**config.mk**
```make
export PLATFORM = sky130hd
export DESIGN_NAME = fetch_pair_queue_flat
export DESIGN_NICKNAME = d
export VERILOG_FILES = /design/src/rtl/fetch_pair_queue_if.sv /design/src/rtl/fetch_pair_queue.sv /design/src/flat_wrapper.sv
export SDC_FILE = /design/constraint.sdc
export NUM_CORES = 1
export LEC_CHECK = 0
export ABC_AREA = 1
export BUFFER_PORTS_ARGS = -buffer_cell sky130_fd_sc_hd__buf_2
export CORE_ASPECT_RATIO = 0.6
export CORE_MARGIN = 5
export CORE_UTILIZATION = 52
export DETAILED_ROUTE_END_ITERATION = 8
export GPL_TIMING_DRIVEN = 0
export PLACE_DENSITY = 0.73
export SYNTH_ARGS = -nofsm -noshare
export SYNTH_HDL_FRONTEND = slang
export SYNTH_SLANG_ARGS = --single-unit
```
**constraint.sdc**
```tcl
create_clock -name clk -period 11.15 [get_ports clk]
set_input_delay 2.23 -clock clk [delete_from_list [all_inputs] [get_ports clk]]
set_output_delay 2.23 -clock clk [all_outputs]
set_load 0.005 [all_outputs]
```
**src/rtl/fetch_pair_queue_if.sv**
```systemverilog
// Fetch-to-memory and fetch-to-decode bundle for the pair queue.
// master = fetch stage side, slave = memory/decode side.
interface fetch_pair_queue_if #(
    parameter int AW = 8,
    parameter int IW = 32
) ();
    logic [AW-1:0] imem_addr0;
    logic [AW-1:0] imem_addr1;
    logic          imem_en;
    logic [IW-1:0] imem_rdata0;
    logic [IW-1:0] imem_rdata1;
    logic          dec_valid;
    logic          dec_ready;
    logic [IW-1:0] dec_instr0;
    logic [IW-1:0] dec_instr1;
    logic [AW-1:0] dec_pc;

    modport master (
        output imem_addr0, imem_addr1, imem_en,
        input  imem_rdata0, imem_rdata1,
        output dec_valid, dec_instr0, dec_instr1, dec_pc,
        input  dec_ready
    );

    modport slave (
        input  imem_addr0, imem_addr1, imem_en,
        output imem_rdata0, imem_rdata1,
        input  dec_valid, dec_instr0, dec_instr1, dec_pc,
        output dec_ready
    );
endinterface

```
**src/rtl/fetch_pair_queue.sv**
```systemverilog
// Dual-issue fetch stage: requests PC/PC+4 pairs and queues
// the returned pairs for decode, with stall and flush control.
module fetch_pair_queue #(
    parameter int DEPTH = 4,
    parameter int AW    = 8,
    parameter int IW    = 32
) (
    input  logic                   clk,
    input  logic                   reset,
    input  logic [AW-1:0]          pc_in,
    input  logic                   flush,
    output logic                   stall_out,
    output logic [$clog2(DEPTH):0] occupancy,
    fetch_pair_queue_if.master     bus
);
    localparam int PW = $clog2(DEPTH);
    localparam int CW = PW + 1;

    typedef struct packed {
        logic [IW-1:0] instr0;
        logic [IW-1:0] instr1;
        logic [AW-1:0] pc;
    } entry_t;

    entry_t        fifo_q [DEPTH];
    entry_t        fifo_d [DEPTH];
    logic [PW-1:0] wr_ptr_q, wr_ptr_d;
    logic [PW-1:0] rd_ptr_q, rd_ptr_d;
    logic [CW-1:0] count_q, count_d;
    logic          resp_valid_q, resp_valid_d;
    logic [AW-1:0] resp_pc_q, resp_pc_d;

    logic          not_empty;
    logic          req_fire;
    logic          push;
    logic          pop;
    logic [CW:0]   reserved;

    // Slot for the in-flight response is reserved up front,
    // so a push can never find the queue full.
    always_comb begin
        not_empty  = (count_q != '0);
        reserved   = {1'b0, count_q} + (CW+1)'(resp_valid_q);
        stall_out  = !flush && (reserved >= (CW+1)'(DEPTH));
        req_fire   = !stall_out && !flush;
        push       = resp_valid_q && !flush;
        pop        = not_empty && bus.dec_ready && !flush;

        bus.imem_en    = req_fire;
        bus.imem_addr0 = pc_in;
        bus.imem_addr1 = pc_in + AW'(4);
        bus.dec_valid  = not_empty;
        bus.dec_instr0 = fifo_q[rd_ptr_q].instr0;
        bus.dec_instr1 = fifo_q[rd_ptr_q].instr1;
        bus.dec_pc     = fifo_q[rd_ptr_q].pc;
        occupancy      = count_q;
    end

    always_comb begin
        fifo_d       = fifo_q;
        wr_ptr_d     = wr_ptr_q;
        rd_ptr_d     = rd_ptr_q;
        count_d      = count_q;
        resp_valid_d = req_fire;
        resp_pc_d    = pc_in;

        if (push) begin
            fifo_d[wr_ptr_q] = '{
                instr0: bus.imem_rdata0,
                instr1: bus.imem_rdata1,
                pc:     resp_pc_q
            };
            wr_ptr_d = wr_ptr_q + PW'(1);
        end
        if (pop) begin
            rd_ptr_d = rd_ptr_q + PW'(1);
        end

        unique case ({push, pop})
            2'b10:   count_d = count_q + CW'(1);
            2'b01:   count_d = count_q - CW'(1);
            default: count_d = count_q;
        endcase

        if (flush) begin
            wr_ptr_d     = '0;
            rd_ptr_d     = '0;
            count_d      = '0;
            resp_valid_d = 1'b0;
        end
    end

    always_ff @(posedge clk or posedge reset) begin
        if (reset) begin
            for (int i = 0; i < DEPTH; i++) begin
                fifo_q[i] <= '0;
            end
            wr_ptr_q     <= '0;
            rd_ptr_q     <= '0;
            count_q      <= '0;
            resp_valid_q <= 1'b0;
            resp_pc_q    <= '0;
        end else begin
            fifo_q       <= fifo_d;
            wr_ptr_q     <= wr_ptr_d;
            rd_ptr_q     <= rd_ptr_d;
            count_q      <= count_d;
            resp_valid_q <= resp_valid_d;
            resp_pc_q    <= resp_pc_d;
        end
    end
endmodule

```
**src/flat_wrapper.sv**
```systemverilog
// flat-port wrapper written by rule: the top's interface ports become plain ports
module fetch_pair_queue_flat 
#(
    parameter int DEPTH = 4,
    parameter int AW    = 8,
    parameter int IW    = 32
)
  (clk, reset, pc_in, flush, stall_out, occupancy, bus_imem_addr0, bus_imem_addr1, bus_imem_en, bus_imem_rdata0, bus_imem_rdata1, bus_dec_valid, bus_dec_instr0, bus_dec_instr1, bus_dec_pc, bus_dec_ready);
  fetch_pair_queue_if #(.AW(AW), .IW(IW)) bus_i ();
  input  logic clk;
  input  logic reset;
  input  logic [AW-1:0] pc_in;
  input  logic flush;
  output logic stall_out;
  output logic [$clog2(DEPTH):0] occupancy;
  output wire logic [$bits(bus_i.imem_addr0)-1:0] bus_imem_addr0;
  output wire logic [$bits(bus_i.imem_addr1)-1:0] bus_imem_addr1;
  output wire logic [$bits(bus_i.imem_en)-1:0] bus_imem_en;
  input wire logic [$bits(bus_i.imem_rdata0)-1:0] bus_imem_rdata0;
  input wire logic [$bits(bus_i.imem_rdata1)-1:0] bus_imem_rdata1;
  output wire logic [$bits(bus_i.dec_valid)-1:0] bus_dec_valid;
  output wire logic [$bits(bus_i.dec_instr0)-1:0] bus_dec_instr0;
  output wire logic [$bits(bus_i.dec_instr1)-1:0] bus_dec_instr1;
  output wire logic [$bits(bus_i.dec_pc)-1:0] bus_dec_pc;
  input wire logic [$bits(bus_i.dec_ready)-1:0] bus_dec_ready;
  assign bus_imem_addr0 = bus_i.imem_addr0;
  assign bus_imem_addr1 = bus_i.imem_addr1;
  assign bus_imem_en = bus_i.imem_en;
  assign bus_i.imem_rdata0 = bus_imem_rdata0;
  assign bus_i.imem_rdata1 = bus_imem_rdata1;
  assign bus_dec_valid = bus_i.dec_valid;
  assign bus_dec_instr0 = bus_i.dec_instr0;
  assign bus_dec_instr1 = bus_i.dec_instr1;
  assign bus_dec_pc = bus_i.dec_pc;
  assign bus_i.dec_ready = bus_dec_ready;
  fetch_pair_queue #(.DEPTH(DEPTH), .AW(AW), .IW(IW)) u_core (.clk(clk), .reset(reset), .pc_in(pc_in), .flush(flush), .stall_out(stall_out), .occupancy(occupancy), .bus(bus_i));
endmodule
```
==> metrics.md <==
| Metric | Value |
|---|---|
| Row count | 45 |
| CP required | between 8 and 9 ns |
| TritonCTS Sinks | 304 |
| Register-to-Register Path Depth | 11 |
| Synth top area cells | dfrtp_1, o21ai_1, nand2_1 |
| Layout Nets | ~1800 |
| Pwr/cell area | around 220 nW/um^2 |
| Hold path cells | 2 |
| Clk slew on worst S/H paths | roughly 0.06 ns |
| Grt ovf | 0 |
| Port buffer count | ~170 |
| Adder-Cell Fraction of Synth Area | less than 1% |
| Largest family of logic cells by synthesized area | compound AO/OA/AOI/OAI gates |
| Synth warn | 0 |
| Clock Latency Late Sink | between 0.5 and 0.6 ns |
| Area leader, netlist | dfrtp_1 |
| Num CTS Buffers | 29 |
| Hold Buf Count CTS | 0 |
| Die Y | 132.9 um |
| Synth Area in Compound Gates | 20.24% |
| Final worst path period share | between 40% and 50% |
| Crit path DAT | roughly 3.0 ns |
| Slew @ Worst Pin | 0.6959 ns |
| # DRC | 0 |
| CP endpoint kind | output pin |
| IO Pins | between 150 and 200 |
| Fin area | ~15000 sq um |
| RSZ-0062 raised after global routing | false |
| Type of origin of the critical path | input pin |
| Crit path max fanout | 5 |
| Vias in the first global route | about 11000 |
| Period minus WS final | between 5 and 6 ns |
| Post-synth top area share | between 50 and 60% |
| Pleak | a little under 0.008 uW |
| Final Skew | 0.01510 ns |
| # setup viols final | 0 |
| Global Route Usage Sum | between 20% and 30% |
| Mapped Nets | around 1600 |
| Post-Synthesis Cells | 1500 |
| EDFF count, synth | 0 |
| Clock power share | between 30% and 40% |
| Max_slew headroom | 53.61% |
| Seq cells post-synth | just over 300 |
| Post-Route WL | ~39000 um |
| Final Hold Viols | 0 |
| Max-slew violation count | 0 |
| First-pass GRT wire length | 62860 um |
| DP HPWL | ~26000 um |
| Placed inst area | between 10000 and 15000 sq um |
| Seq/Total Area, Yosys | approximately 58% |
| WS Path Type | in -> out |
| Peak Freq | ~190 MHz |
| Post-CTS resize count | 0 |
| Die width | 214.8 um |
| Final ANT Viol Nets | 0 |
| Worst vdd ir | 0.1184 mV |
| Simple logic cell fraction of the synthesized area | between 10% and 20% |
| Layout cells sized above 1 | between 15 and 20% |
| Largest net degree at the start of global routing | between 100 and 150 |
| DR vias/cell | 5.630 |
| DRT Pass-1 Iters | 5 |
| Synth cell types | 22 |
| Layout area overhead | 18.07% |
| CTS tree | done |
| Status | completed |
| Die area | ~29000 sq um |
| Max_cap viols | 0 |
| Async SR Flop Fraction | 100.0% |
| Initial DRC Count | about 1200 |
| Core region area | ~25000 sq um |
| Pint | 2357 uW |
| Switching power | ~1100 uW |
| Gate power share | between 20% and 30% |
| Via count | 11560 |
| Flop pwr share | between 40 and 50% |
| Commonest non-fill, non-tap cells in the layout | nand2_1, dfrtp_1, o21ai_1 |
| Initial Util | 52.21% |
| Post-CTS setup buffer count | 0 |
| Synthesized area | ~13000 sq um |
| Clock buffer depth | 3 |
| Synth Area in XOR/XNOR | less than 1% |
| H-tree Lvls | 1 |
| Clock Root Buffer | clkbuf_16 |
| Commonest non-fill, non-tap cell in the layout | nand2_1 |
| Avg Inst Size Synth | 8.721 sq um |
| GPL Wtd Cong | 0.8720 |
| Switching Share | between 30% and 40% |
| Initial antenna violation count | 1 |
| Drt wl/cell | between 15 and 20 um |
| Hold Path Class | reg -> reg |
| Main flop type after synthesis | dfrtp_1 |
| Power Total | 3423 uW |
| Mux cell area share after synthesis | 0% |
==> sequential cells by signal, indices dropped and copies added (netlist names) <==
register	flops
u_core.occupancy	3
u_core.resp_pc_q	8
u_core.wr_ptr_q	2
u_core.resp_valid_q	1
u_core.fifo_q	288
u_core.rd_ptr_q	2
==> worst paths after layout <==
check | startpoint | slack (ns) | endpoint
worst max-delay path | pc_in[2] | 5.95 | bus_imem_addr1[6]
worst min-delay path | u_core.fifo_q[107]$_DFFE_PP0P_ | 0.48 | u_core.fifo_q[107]$_DFFE_PP0P_
worst max register to register | u_core.occupancy[0]$_DFFE_PP0P_ | 9.23 | u_core.occupancy[2]$_DFFE_PP0P_
worst min register to register | u_core.fifo_q[107]$_DFFE_PP0P_ | 0.48 | u_core.fifo_q[107]$_DFFE_PP0P_
max in group asynchronous | reset | 8.45 | u_core.fifo_q[66]$_DFFE_PP0P_
min in group asynchronous | reset | 1.68 | u_core.fifo_q[257]$_DFFE_PP0P_
==> area by class of cell <==
cell class	count	area [sq um]
Timing Repair Buffer	170	895.9
Tap cell	329	411.6
Clock buffer	33	780.7
Fill cell	2185	9610
Inverter	87	334.1
Multi-Input combinational cell	991	4588
Sequential cell	304	7607
Antenna cell	1	2.502
Clock inverter	21	265.3
Buffer	118	559.3
==> per-stage QoR <==
step | utilization (%) | setup WS, ns | TNS, ns | cells | hold WS, ns
2_1_floorplan | - | 0.5174 | 0 | 1500 | 0.4478
3_3_place_gp | 57.21 | -2.724 | -817.15 | 1997 | 0.4603
3_5_place_dp | 57.46 | 5.948 | 0 | 1999 | 0.4676
4_1_cts | 61.63 | 5.936 | 0 | 2053 | 0.4828
5_1_grt | 61.64 | 5.836 | 0 | 2054 | 0.4995
6_report | 61.64 | 5.949 | 0 | 2054 | 0.4812
==> cell usage after synthesis, drive strengths merged, types with 3 or more instances <==
cell type / count
xor2: 4
nor2: 151
nand2: 312
o22ai: 72
a21oi: 3
nand3: 5
inv: 86
buf: 52
o21ai: 436
ha: 5
clkbuf: 66
dfrtp: 304
==> power groups by stage <==
stage / registers [uW] / clock network (uW) / logic [uW]
floorplan: 1560 / 0 / 487
global placement: 1590 / 0 / 721
detailed placement: 1600 / 0 / 750
CTS: 1590 / 1090 / 755
global route: 1630 / 1130 / 857
finish: 1590 / 1080 / 755
==> routing by layer <==
layer	global-route usage (%)	up-vias	share of wire, %
li1	-	5367	-
met1	41.57	5581	45
met2	39.45	539	43
met3	5.968	76	9.2
met4	8.044	0	2.7
met5	0	-	0
==> logic make-up after synthesis <==
logic type / after synthesis
AO/OA/AOI/OAI: 511
XOR/XNOR: 5
adder cells (fa/ha/maj): 6
buffers and inverters: 205
flip-flops: 304
AND/OR/NAND/NOR: 469
==> worst max-delay path: stages <==
cell and delay, ns:
buf_2 0.13, ha_1 0.22, nand3_1 0.10, xor2_1 0.15
buf_2 0.14
No activity file was read; power rests on OpenSTA's default activity.
